--- src/rtl/imem_loader_if.sv ---
// imem_loader_if: byte-stream input channel and instruction-memory write port
// of the boot loader, bundled so the loader and its neighbours share one
// definition.
//
// Signals:
//   rx_data    [7:0]         incoming byte
//   rx_valid                 rx_data holds a byte
//   rx_ready                 loader can take a byte this cycle
//   imem_we                  one-cycle write strobe per assembled word
//   imem_addr  [ADDR_W-1:0]  word address of the write
//   imem_wdata [DATA_W-1:0]  word being written
//
// Handshake: a byte moves on a rising clk edge where rx_valid and rx_ready are
// both 1. The source holds rx_data stable while rx_valid is 1 and not yet
// accepted. rx_ready does not depend on rx_valid, and a low rx_valid has no
// effect on the loader other than stalling it.
//
// Modports: slave = the loader, master = the byte source / memory side.
interface imem_loader_if #(
    parameter int DATA_W = 16,
    parameter int ADDR_W = 8
);
    logic [7:0]        rx_data;
    logic              rx_valid;
    logic              rx_ready;
    logic              imem_we;
    logic [ADDR_W-1:0] imem_addr;
    logic [DATA_W-1:0] imem_wdata;

    modport slave (
        input  rx_data, rx_valid,
        output rx_ready, imem_we, imem_addr, imem_wdata
    );

    modport master (
        output rx_data, rx_valid,
        input  rx_ready, imem_we, imem_addr, imem_wdata
    );
endinterface

--- src/rtl/imem_loader.sv ---
// imem_loader: boot-time program loader. It hunts for a 0xA5 header in the
// byte stream, reads a word count N, assembles N words (MSB byte first) and
// writes them to instruction memory at addresses 0..N-1. Then it compares a
// trailing 8-bit checksum (the sum of the data bytes). The core is held in
// reset (cpu_hold=1) until a frame passes its checksum.
//
// Ports:
//   clk           system clock, rising edge
//   reset         asynchronous, active-low reset
//   start         one-cycle pulse; starts a load from IDLE, DONE or ERR
//   bus           imem_loader_if.slave: rx byte channel + imem write port
//   cpu_hold      1 = keep the processor in reset
//   load_done     frame loaded and checksum good
//   load_error    frame rejected (bad count or bad checksum)
//   words_loaded  words written since the last start
//   state         current FSM state, exposed for debug and checkers
module imem_loader #(
    parameter int DATA_W = 16,
    parameter int ADDR_W = 8
) (
    input  logic              clk,
    input  logic              reset,
    input  logic              start,
    imem_loader_if.slave      bus,
    output logic              cpu_hold,
    output logic              load_done,
    output logic              load_error,
    output logic [ADDR_W:0]   words_loaded,
    output logic [2:0]        state
);
    localparam int BYTES = DATA_W / 8;
    localparam int BI_W  = (BYTES > 1) ? $clog2(BYTES) : 1;
    localparam int CNT_W = ADDR_W + 1;
    localparam int CAP   = 2 ** ADDR_W;

    localparam logic [2:0] IDLE  = 3'd0;
    localparam logic [2:0] SYNC  = 3'd1;
    localparam logic [2:0] COUNT = 3'd2;
    localparam logic [2:0] DATA  = 3'd3;
    localparam logic [2:0] CSUM  = 3'd4;
    localparam logic [2:0] DONE  = 3'd5;
    localparam logic [2:0] ERR   = 3'd6;

    localparam logic [7:0] HEADER = 8'hA5;

    logic [2:0]        state_nxt;
    logic              accept;
    logic              last_byte;
    logic              last_word;
    logic              count_bad;
    logic              restart;
    logic [CNT_W-1:0]  count_n;
    logic [CNT_W-1:0]  word_idx;
    logic [BI_W-1:0]   byte_idx;
    logic [DATA_W-1:0] asm_reg;
    logic [DATA_W-1:0] asm_nxt;
    logic [7:0]        csum;

    assign accept    = bus.rx_valid & bus.rx_ready;
    assign asm_nxt   = (asm_reg << 8) | DATA_W'(bus.rx_data);
    assign last_byte = (byte_idx == BI_W'(BYTES - 1));
    assign last_word = (word_idx == count_n - CNT_W'(1));
    // A start accepted in IDLE, DONE or ERR begins a fresh frame hunt.
    assign restart   = (state_nxt == SYNC) &&
                       ((state == IDLE) || (state == DONE) || (state == ERR));

    // The count byte can only exceed capacity when the memory holds fewer
    // than 256 words. With wider addresses, zero is the only illegal count.
    if (ADDR_W >= 8) begin : g_cap_wide
        assign count_bad = (bus.rx_data == 8'd0);
    end else begin : g_cap_narrow
        assign count_bad = (bus.rx_data == 8'd0) || (bus.rx_data > 8'(CAP));
    end

    always_comb begin
        state_nxt = state;
        case (state)
            IDLE:  if (start) state_nxt = SYNC;
            SYNC:  if (accept && (bus.rx_data == HEADER)) state_nxt = COUNT;
            COUNT: if (accept) state_nxt = count_bad ? ERR : DATA;
            DATA:  if (accept && last_byte && last_word) state_nxt = CSUM;
            CSUM:  if (accept) state_nxt = (bus.rx_data == csum) ? DONE : ERR;
            DONE:  if (start) state_nxt = SYNC;
            ERR:   if (start) state_nxt = SYNC;
            default: state_nxt = IDLE;
        endcase
    end

    always_ff @(posedge clk or negedge reset) begin
        if (!reset) begin
            state          <= IDLE;
            bus.rx_ready   <= 1'b0;
            bus.imem_we    <= 1'b0;
            bus.imem_addr  <= '0;
            bus.imem_wdata <= '0;
            cpu_hold       <= 1'b1;
            load_done      <= 1'b0;
            load_error     <= 1'b0;
            words_loaded   <= '0;
            count_n        <= '0;
            word_idx       <= '0;
            byte_idx       <= '0;
            asm_reg        <= '0;
            csum           <= '0;
        end else begin
            state        <= state_nxt;
            // Registered ready: it follows the state being entered, so it is
            // 1 exactly while the FSM sits in a byte-consuming state.
            bus.rx_ready <= (state_nxt == SYNC) || (state_nxt == COUNT) ||
                            (state_nxt == DATA) || (state_nxt == CSUM);
            bus.imem_we  <= 1'b0;

            if (restart) begin
                cpu_hold     <= 1'b1;
                load_done    <= 1'b0;
                load_error   <= 1'b0;
                words_loaded <= '0;
                csum         <= '0;
            end

            if ((state_nxt == DONE) && (state != DONE)) begin
                load_done <= 1'b1;
                cpu_hold  <= 1'b0;
            end

            if ((state_nxt == ERR) && (state != ERR)) begin
                load_error <= 1'b1;
            end

            if ((state == COUNT) && accept && !count_bad) begin
                count_n  <= CNT_W'(bus.rx_data);
                word_idx <= '0;
                byte_idx <= '0;
            end

            if ((state == DATA) && accept) begin
                asm_reg <= asm_nxt;
                csum    <= csum + bus.rx_data;
                if (last_byte) begin
                    // The write lands one cycle after the word's last byte.
                    // For the final word, that cycle is the first CSUM cycle.
                    bus.imem_we    <= 1'b1;
                    bus.imem_addr  <= word_idx[ADDR_W-1:0];
                    bus.imem_wdata <= asm_nxt;
                    words_loaded   <= words_loaded + 1'b1;
                    word_idx       <= word_idx + 1'b1;
                    byte_idx       <= '0;
                end else begin
                    byte_idx <= byte_idx + 1'b1;
                end
            end
        end
    end
endmodule

--- src/flat_wrapper.sv ---
// flat-port wrapper written by rule: the top's interface ports become plain ports
module imem_loader_flat 
#(
    parameter int DATA_W = 16,
    parameter int ADDR_W = 8
)
  (clk, reset, start, cpu_hold, load_done, load_error, words_loaded, state, bus_rx_data, bus_rx_valid, bus_rx_ready, bus_imem_we, bus_imem_addr, bus_imem_wdata);
  imem_loader_if #(.DATA_W(DATA_W), .ADDR_W(ADDR_W)) bus_i ();
  input  logic clk;
  input  logic reset;
  input  logic start;
  output logic cpu_hold;
  output logic load_done;
  output logic load_error;
  output logic [ADDR_W:0] words_loaded;
  output logic [2:0] state;
  input wire logic [$bits(bus_i.rx_data)-1:0] bus_rx_data;
  input wire logic [$bits(bus_i.rx_valid)-1:0] bus_rx_valid;
  output wire logic [$bits(bus_i.rx_ready)-1:0] bus_rx_ready;
  output wire logic [$bits(bus_i.imem_we)-1:0] bus_imem_we;
  output wire logic [$bits(bus_i.imem_addr)-1:0] bus_imem_addr;
  output wire logic [$bits(bus_i.imem_wdata)-1:0] bus_imem_wdata;
  assign bus_i.rx_data = bus_rx_data;
  assign bus_i.rx_valid = bus_rx_valid;
  assign bus_rx_ready = bus_i.rx_ready;
  assign bus_imem_we = bus_i.imem_we;
  assign bus_imem_addr = bus_i.imem_addr;
  assign bus_imem_wdata = bus_i.imem_wdata;
  imem_loader #(.DATA_W(DATA_W), .ADDR_W(ADDR_W)) u_core (.clk(clk), .reset(reset), .start(start), .bus(bus_i), .cpu_hold(cpu_hold), .load_done(load_done), .load_error(load_error), .words_loaded(words_loaded), .state(state));
endmodule
--- config.mk ---
export PLATFORM = sky130hd
export DESIGN_NAME = imem_loader_flat
export DESIGN_NICKNAME = d
export VERILOG_FILES = /design/src/rtl/imem_loader_if.sv /design/src/rtl/imem_loader.sv /design/src/flat_wrapper.sv
export SDC_FILE = /design/constraint.sdc
export NUM_CORES = 1
export LEC_CHECK = 0
export CORE_AREA = 2 2 126 128
export DETAILED_ROUTE_END_ITERATION = 10
export DIE_AREA = 0 0 128 130
export SETUP_SLACK_MARGIN = 0.02
export SLEW_MARGIN = 20
export SYNTH_ARGS = -nofsm -noshare
export SYNTH_HDL_FRONTEND = slang
export SYNTH_SLANG_ARGS = --single-unit
--- constraint.sdc ---
create_clock -name clk -period 4 [get_ports clk]
set_clock_uncertainty 0.05 [all_clocks]
set_input_delay 0.6 -clock clk [delete_from_list [all_inputs] [get_ports clk]]
set_output_delay 0.6 -clock clk [all_outputs]
set_load 0.02 [all_outputs]
After elaboration in Yosys (flattened, before gate mapping):

Cells that the tools add are included.

* register bits: 75
* input bits: 12
* word-level logic and storage cells: 87

* add/sub/neg operators: 5
* eq/ne operators: 17
* muxes and demuxes: 26
* bitwise operators: 2
* reduce and logical (&&, ||, !) cells: 23

Operator list (number)
* 9-bit 2-to-1 mux: 6
* 9-bit by 1-bit adder with 9-bit output (second input constant): 2
* 3-bit == test (second input constant): 6
* 3-bit 2-to-1 mux: 6
* 8-bit 2-to-1 mux: 2
* 16-bit by 8-bit bitwise OR with 16-bit output: 1
* 3-bit one-hot mux with 5 select lines: 1
* 3-bit by 2-bit == test with 1-bit output (second input constant): 4
* 1-bit 2-to-1 mux: 10
* 9-bit == test: 1
* 1-bit logical AND: 9
* 8-bit by 1-bit subtractor with 9-bit output (second input constant): 1
* 8-bit adder: 1
* 8-bit == test: 1
* 8-bit == test (second input constant): 1
* 8-bit zero test: 1
* 2-bit nonzero test: 4
* 3-bit by 1-bit == test with 1-bit output (second input constant): 2
* 3-bit inequality test (second input constant): 2
* 1-bit logical OR: 5
* 3-bit zero test: 1
* 3-bit OR reduction: 1
* 2-bit 2-to-1 mux: 1
* 2-bit AND reduction: 1
* 3 further kinds: 3

Depth between registers and ports, before layout:

Gate-level depths: netlist of the first run.

* depth after elaboration: 10
* gate-level depth with buffers: 9

Worst setup path after synthesis of the first run:

No wires, ideal clock.

* path kind: flip-flop to flip-flop
* start point: register u_core.count_n[0]
* end point: register u_core.bus.rx_ready
* library setup time: 0.079 ns
* data arrival time: 2.091 ns
* required time: 3.871 ns
* slack: 1.780 ns
* cell stages (with the launch flop): 9
* buffers on the path: 0
* path through: dfrtp_1 -> inv_1 -> ha_1 -> xnor2_1 -> or4_1 -> a2111oi_4 -> a21oi_1 -> a31oi_4 -> xor2_1

* word-level cells in the longest chain between the ends: 9
* elaborated cells on any way between the ends: 12
* those cells by class: 1 x add/sub; 5 x eq/ne; 2 x mux; 4 x reduce/logical

RTL lines
* start, declared: RTL line imem_loader.sv:52 `logic [CNT_W-1:0] count_n;`
* start signal, assigned: RTL line imem_loader.sv:131 `count_n <= CNT_W'(bus.rx_data);`
* 8-bit by 1-bit subtractor with 9-bit output (*): RTL line imem_loader.sv:62 `assign last_word = (word_idx == count_n - CNT_W'(1));`
* 9-bit == test (*): RTL line imem_loader.sv:62
* 1-bit logical AND (*): RTL line imem_loader.sv:81 `DATA: if (accept && last_byte && last_word) state_nxt = CSUM;`
* 3-bit 2-to-1 mux (*): RTL line imem_loader.sv:81
* 3-bit one-hot mux with 5 select lines (*): RTL line imem_loader.sv:77 `case (state)`
* named net u_core.state_nxt[2]: RTL line imem_loader.sv:46 `logic [2:0] state_nxt;`
* 3-bit by 1-bit == test with 1-bit output or 3-bit by 2-bit == test with 1-bit output (tied branches): RTL line imem_loader.sv:109 `bus.rx_ready <= (state_nxt == SYNC) || (state_nxt == COUNT) ||`
* 1-bit logical OR (2 in series): RTL line imem_loader.sv:109
* 1-bit logical OR (*): RTL line imem_loader.sv:110 `(state_nxt == DATA) || (state_nxt == CSUM);`
* end signal, assigned: RTL line imem_loader.sv:109
* end, declared: RTL line imem_loader_if.sv:32 `output rx_ready, imem_we, imem_addr, imem_wdata`

Mark *: on every way through the listed nets, which the timed path passes. The rest lies on a longest branch.
A chain may end at the register's enable or synchronous reset.

Final worst setup path of the first run:

* start point: input port bus_rx_data[0]
* end point: register u_core.csum[6]

* word-level cells in the longest chain between the ends: 7
* elaborated cells on any way between the ends: 15
* those cells by class: 1 x add/sub; 3 x eq/ne; 7 x mux; 4 x reduce/logical

RTL lines
* start, declared: RTL line flat_wrapper.sv:17 `input wire logic [$bits(bus_i.rx_data)-1:0] bus_rx_data;`
* 8-bit == test (tied with other cells): RTL line imem_loader.sv:82 `CSUM: if (accept) state_nxt = (bus.rx_data == csum) ? DONE : ERR;`
* 2-bit 2-to-1 mux (tied with other cells): RTL line imem_loader.sv:82
* 3-bit 2-to-1 mux (on tied branches): RTL line imem_loader.sv:82, imem_loader.sv:79, imem_loader.sv:80
* 3-bit one-hot mux with 5 select lines: RTL line imem_loader.sv:77
* 3-bit by 1-bit == test with 1-bit output: RTL line imem_loader.sv:64 `assign restart = (state_nxt == SYNC) &&`
* 1-bit logical AND: RTL line imem_loader.sv:64
* 2-bit nonzero test (no source line)
* end signal, assigned: RTL line imem_loader.sv:138 `csum <= csum + bus.rx_data;`
* end, declared: RTL line imem_loader.sv:57 `logic [7:0] csum;`

Parallel ways exist; a longest one is shown, timed or not.

==> metrics.cfg, run 1 <==
[layout]
final_common_cell = nand2_1
largest_reg_flops = 16
final_nets = 480
regMostFlops = u_core.bus.imem_wdata
reg_top3 = u_core.bus.imem_wdata: 16 flops, u_core.word_idx: 9 flops, u_core.words_loaded: 9 flops
mostFrequentLayoutCells = 129 x nand2_1, 74 x dfrtp_1, 51 x clkdlybuf4s50_1
layout-drive-gt1-share = 0.0779
area_growth_pct = 26.5
insertedDiodeCount = 0

[logic_synthesis]
synth-simple-area-share = 0.238
synth_xor_xnor_area_share = 0.0466
synth_compound_area_frac = 0.111
syn-cell-area_um2 = 3760
avgSynthCellArea_um2 = 9.19
synth_seq_cells = 75
syn-num-nets = 432
muxShareOfSynthArea = 0.0316
synth_top_family_by_area = simple AND/OR/NAND/NOR gates
ys_types = 49
synthArstFlopShare = 1.00
yosys.area_share.adder = 0.0386
synth_ff_type = dfrtp_1
synth_edf_count = 0
syn_inst = 409
ys_warn_count = 0
ys_seq_area_frac = 0.500

[worst_setup_path]
crit_type = in -> reg
end_kind = flop
cp_max_fo = 6
cp.required_ns = 4.16
r2r_cells = 7
start_kind = primary input
worstPathArrival_ns = 2.86

[power_and_ir_drop]
power.density_nw_per_um2 = 534
pwr-share-comb = 0.271
internal_power_mw = 1.71
power.leakage_nw = 2.15
swShare = 0.324
clkPwrFrac = 0.324
ir_drop_mv = 0.261
p_sw_mw = 0.823
power_frac_seq = 0.405

[place]
pre_cts_ws_ns = 0.951
io_buffers = 52
gp_congestion = 0.860
hpwl_mm = 6.53

[global_routing]
grt_max_degree = 76
grt_pass1_wl_mm = 15.6
grt_pass1_vias = 3090
grt-ovfl-total = 0
antenna_found_initial = 0
track_usage = 0.118

[timing]
period_share = 0.675
relSlewSlack = 0.355
holdWs_ns = 0.357
worst_slew_pin_slew_ns = 0.967
final_max_slew_viol_count = 0
fin_crit_ns = 2.70
fmax_mhz = 370
hold_viol_final = 0
setup_viol = 0
totalNegativeSetupSlack_ns = 0
grt_setup_unrepaired = false
postLayoutSetupSlackWorst_ns = 1.30

[die]
die_y_um = 130
die_area_um2 = 16600
die_w_um = 128
io_pins = 53
coreArea_um2 = 15400
fp-row-count = 46
initial_core_util = 0.244

[detailed_routing]
first_pass_iters = 4
drt_iter0_drc = 267
ant_nets = 0
vias_per_cell = 4.64
vias = 3035
wl_per_cell_um = 14.2
wl_mm = 9.29
drcViolationCount = 0

[clock_tree]
clock-sinks = 75
cts_hold_buf = 0
post_cts_buffers = 0
numCtsBuffers = 9
clock_latency_ns = 0.34
clockBufferDepth = 2
clk_pin_slew_ns = 0.06
cts_resized = 0
root_buffer = clkbuf_16
cts_htree_levels = 3
cts_tree = done

[hold_path]
worstHoldPathType = in -> async

[status]
status = finished clean

[run]
maxCapViolCount = 0

stage by stage:
step           total power, mW  utilization  cell area, µm²  instances
6_report                  2.54        0.308            4760        654
5_1_grt                   2.70        0.308            4760        654
4_1_cts                   2.57        0.308            4760        654
3_5_place_dp              1.73        0.289            4450        638
3_3_place_gp              1.72        0.289            4450        638
2_1_floorplan             1.45            -            3760        409
cells by family (layout without fill, tap and decap cells):
group	count (synthesis)	in the layout
simple gates	202	202
buf+inv	26	79
flops	75	75
compound gates	64	64
xor+xnor	20	20
fa+ha+maj	11	11
mux	11	11
cell type report:
class	count	area, µm²
fill	1602	10700
sequential	75	1880
multi-input combinational	308	1750
timing repair buffer	58	563
tap	192	240
clock buffer	10	239
clock inverter	6	65.1
inverter	5	18.8
routing by layer:
layer / up-vias / GRT usage / share of wire
li1: 1504 / - / -
met1: 1459 / 0.151 / 0.46
met2: 63 / 0.197 / 0.48
met3: 9 / 0.0340 / 0.045
met4: 0 / 0.0317 / 0.014
met5: - / 0 / 0
Yosys cell counts (2+ instances only):
master	number	area share
nor2b_1	2	0.0033
ha_1	10	0.033
a31oi_1	4	0.0067
nor4_1	7	0.012
clkbuf_1	14	0.014
dfrtp_1	74	0.49
or3_1	2	0.0033
xnor2_1	12	0.028
mux2i_1	4	0.011
and3_1	4	0.0067
nor4b_1	2	0.0047
o21ai_0	29	0.039
nor2_1	15	0.015
o211ai_1	2	0.0040
nand4_1	5	0.0083
nor3_1	6	0.0080
and2_1	3	0.0050
mux2_2	7	0.021
a21o_1	3	0.0060
nand2_1	129	0.13
clkbuf_8	2	0.0073
a21oi_1	10	0.013
inv_1	4	0.0040
o31ai_1	5	0.010
xor2_1	8	0.019
buf_1	2	0.0020
nand3_1	22	0.029
critical path: stages:
cell and delay, ns:
clkdlybuf4s50_1 0.59, ha_1 0.32, fa_1 0.42, a21o_1 0.18, a21oi_1 0.24, o21bai_1 0.09, a21oi_1 0.17, xor2_1 0.16
o21ai_0 0.09
worst paths after layout:
path	startpoint	endpoint	slack, ns
setup / recovery	bus_rx_data[0]	u_core.csum[6]	1.30
hold / removal	reset	u_core.bus.imem_addr[6]	0.36
min in group clk	u_core.asm_reg[0]	u_core.bus.imem_wdata[8]	0.41
max in group asynchronous	reset	u_core.csum[6]	2.91
hold reg to reg	u_core.asm_reg[0]	u_core.bus.imem_wdata[8]	0.41
setup reg to reg	u_core.state[0]	u_core.word_idx[5]	1.54
power by group through the flow:
stage / registers (mW) / logic (mW) / clock network (mW)
CTS: 1.03 / 0.695 / 0.847
finish: 1.03 / 0.688 / 0.821
global route: 1.05 / 0.769 / 0.879
floorplan: 1.09 / 0.361 / 0
global placement: 1.04 / 0.686 / 0
detailed placement: 1.04 / 0.693 / 0
(Power assumes the default switching activity.)
==> run 2, diff against run 1 <==
==> constraint.sdc (replaced) <==
create_clock -name clk -period 2.2 [get_ports clk]
set_clock_uncertainty 0.05 [all_clocks]
set_input_delay 0.33 -clock clk [delete_from_list [all_inputs] [get_ports clk]]
set_output_delay 0.33 -clock clk [all_outputs]
set_load 0.02 [all_outputs]
==> metrics.cfg, run 2 (same netlist as run 1, synthesis figures left out) <==
[status]
status = finished clean  ; unchanged

[layout]
final_nets = 526  ; was 480
regMostFlops = u_core.bus.imem_wdata  ; unchanged
final_common_cell = nand2_1  ; unchanged
mostFrequentLayoutCells = 129 x nand2_1, 72 x dfrtp_1, 51 x clkdlybuf4s50_1, 51 x buf_4, 28 x o21ai_0  ; was 129 x nand2_1, 74 x dfrtp_1, 51 x clkdlybuf4s50_1
area_growth_pct = 38.3  ; was 26.5%
insertedDiodeCount = 0  ; unchanged
reg_top3 = u_core.bus.imem_wdata: 16 flops, u_core.word_idx: 9 flops, u_core.words_loaded: 9 flops  ; unchanged
largest_reg_flops = 16  ; unchanged
layout-drive-gt1-share = 0.193  ; was 0.0779

[detailed_routing]
drcViolationCount = 0  ; unchanged
wl_per_cell_um = 14.2  ; about the same
ant_nets = 0  ; unchanged
wl_mm = 9.91  ; was 9.29 mm
first_pass_iters = 4  ; unchanged
drt_iter0_drc = 263  ; was 267
vias = 3258  ; was 3,035
vias_per_cell = 4.65  ; was 4.64

[power_and_ir_drop]
power.density_nw_per_um2 = 933  ; was 534 nW/µm²
pwr-share-comb = 0.308  ; was 0.271
ir_drop_mv = 0.423  ; was 0.261 mV
internal_power_mw = 3.26  ; was 1.71 mW
power.leakage_nw = 2.39  ; was 2.15 nW
p_sw_mw = 1.59  ; was 0.823 mW
power_frac_seq = 0.380  ; was 0.405
swShare = 0.329  ; was 0.324
clkPwrFrac = 0.312  ; was 0.324

[timing]
fmax_mhz = 460
postLayoutSetupSlackWorst_ns = 0.0270  ; was 1.30 ns
hold_viol_final = 0  ; unchanged
fin_crit_ns = 2.17
setup_viol = 0  ; unchanged
final_max_slew_viol_count = 0  ; unchanged
worst_slew_pin_slew_ns = 0.401  ; was 0.967 ns
relSlewSlack = 0.732  ; was 0.355
grt_setup_unrepaired = true  ; was false
period_share = 0.988
holdWs_ns = 0.413  ; was 0.357 ns

[global_routing]
grt_max_degree = 48  ; was 76
grt_pass1_wl_mm = 16.2  ; was 15.6 mm
track_usage = 0.124  ; was 0.118
grt_pass1_vias = 3257  ; was 3,090
grt-ovfl-total = 0  ; unchanged
antenna_found_initial = 0  ; unchanged

[worst_setup_path]
crit_family = simple AND/OR/NAND/NOR gates  ; was compound AO/OA/AOI/OAI gates
cp_max_fo = 4  ; was 6
crit_buf_inv = 1  ; unchanged
crit_type = reg -> reg  ; was in -> reg
start_kind = flop  ; was primary input
cp_slowest_cell = dfrtp_1  ; was clkdlybuf4s50_1
cp.required_ns = 2.37  ; was 4.16 ns
slowest_delay_ns = 0.43  ; was 0.59 ns
crit_chain = buf_4 -> xnor2_2 -> xnor2_1 -> or4_4 -> a2111oi_4 -> a211o_1 -> nand3_1 -> xor2_1  ; was clkdlybuf4s50_1 -> ha_1 -> fa_1 -> a21o_1 -> a21oi_1 -> o21bai_1 -> a21oi_1 -> xor2_1 -> o21ai_0
end_kind = flop  ; unchanged
worstPathArrival_ns = 2.34  ; was 2.86 ns

[die]
die_area_um2 = 16600  ; unchanged
initial_core_util = 0.244  ; unchanged
coreArea_um2 = 15400  ; unchanged
die_y_um = 130  ; unchanged
fp-row-count = 46  ; unchanged
io_pins = 53  ; unchanged
die_w_um = 128  ; unchanged

[clock_tree]
clk_pin_slew_ns = 0.07  ; was 0.06 ns
clockBufferDepth = 2  ; unchanged
root_buffer = clkbuf_16  ; unchanged
numCtsBuffers = 9  ; unchanged
clock_latency_ns = 0.34  ; about the same
cts_htree_levels = 3  ; unchanged
cts_tree = done  ; unchanged
clock-sinks = 75  ; unchanged

[place]
io_buffers = 52  ; unchanged
hpwl_mm = 7.29  ; was 6.53 mm
gp_congestion = 0.917  ; was 0.860
pre_cts_ws_ns = -0.354  ; was 0.951 ns

[hold_path]
worstHoldPathType = in -> async  ; unchanged

[run]
maxCapViolCount = 0  ; unchanged

[run 2: cell count changes in the layout (fill, tap and decap cells not counted), sizes merged]
cell | before | now
dlygate4sd3 | 0 | 1
clkinv | 4 | 0
clkinvlp | 1 | 2
clkbuf | 10 | 9
inv | 5 | 9
buf | 7 | 52
[run 2: per-stage QoR]
stage | instance area, µm² | total power [mW] | util | instances | TNS [ns]
3_5_place_dp | 4800 | 3.32 | 0.311 | 683 | -3.46
4_1_cts | 5130 | 4.88 | 0.333 | 700 | -0.00937
5_1_grt | 5200 | 5.17 | 0.337 | 700 | -0.0724
2_1_floorplan | 3760 | 2.64 | - | 409 | 0
3_3_place_gp | 4800 | 3.28 | 0.311 | 683 | -2.84
6_report | 5200 | 4.85 | 0.337 | 700 | 0
[run 2: cell type report]
cell class                      count  area [µm²]
Inverter                            5        18.8
Timing Repair Buffer              104         923
Clock buffer                        9         225
Tap cell                          192         240
Multi-Input combinational cell    308        1830
Fill cell                        1583       10200
Sequential cell                    75        1880
Clock inverter                      7        80.1
[run 2: metal layers]
metal  share of wire  vias up  global-route usage  routed length [µm]
li1                -     1586                   -                   -
met1            0.44     1596               0.160                4400
met2            0.50       64               0.210                5000
met3           0.038       12              0.0283                 378
met4           0.012        0              0.0317                 123
met5               0        -                   0                   0
[run 2: power by group through the flow]
stage / Clock (mW) / Sequential, mW / Combinational [mW]
finish: 1.51 / 1.85 / 1.49
CTS: 1.56 / 1.84 / 1.47
floorplan: 0 / 1.98 / 0.657
global placement: 0 / 1.86 / 1.42
global route: 1.61 / 1.88 / 1.67
detailed placement: 0 / 1.86 / 1.46
[run 2: what timing repair did]
item,CTS,global route
buffers inserted,0,0
endpoints found under the setup margin,2,8
resized for setup,3,14
endpoints found under the hold margin,28,0
hold buffers,1,0
gates cloned,0,0
pin swaps,2,2
[run 2: final timing paths]
kind                              startpoint                       end  slack (ns)  cells past startpoint
hold / removal                         reset  u_core.bus.imem_wdata[4]        0.41                      2
setup reg to reg           u_core.count_n[3]       u_core.bus.rx_ready        0.03                      8
setup / recovery           u_core.count_n[3]       u_core.bus.rx_ready        0.03                      8
min in group clk             u_core.cpu_hold           u_core.cpu_hold        0.41                      2
hold reg to reg              u_core.cpu_hold           u_core.cpu_hold        0.41                      2
max in group asynchronous              reset           u_core.cpu_hold        1.07                      3
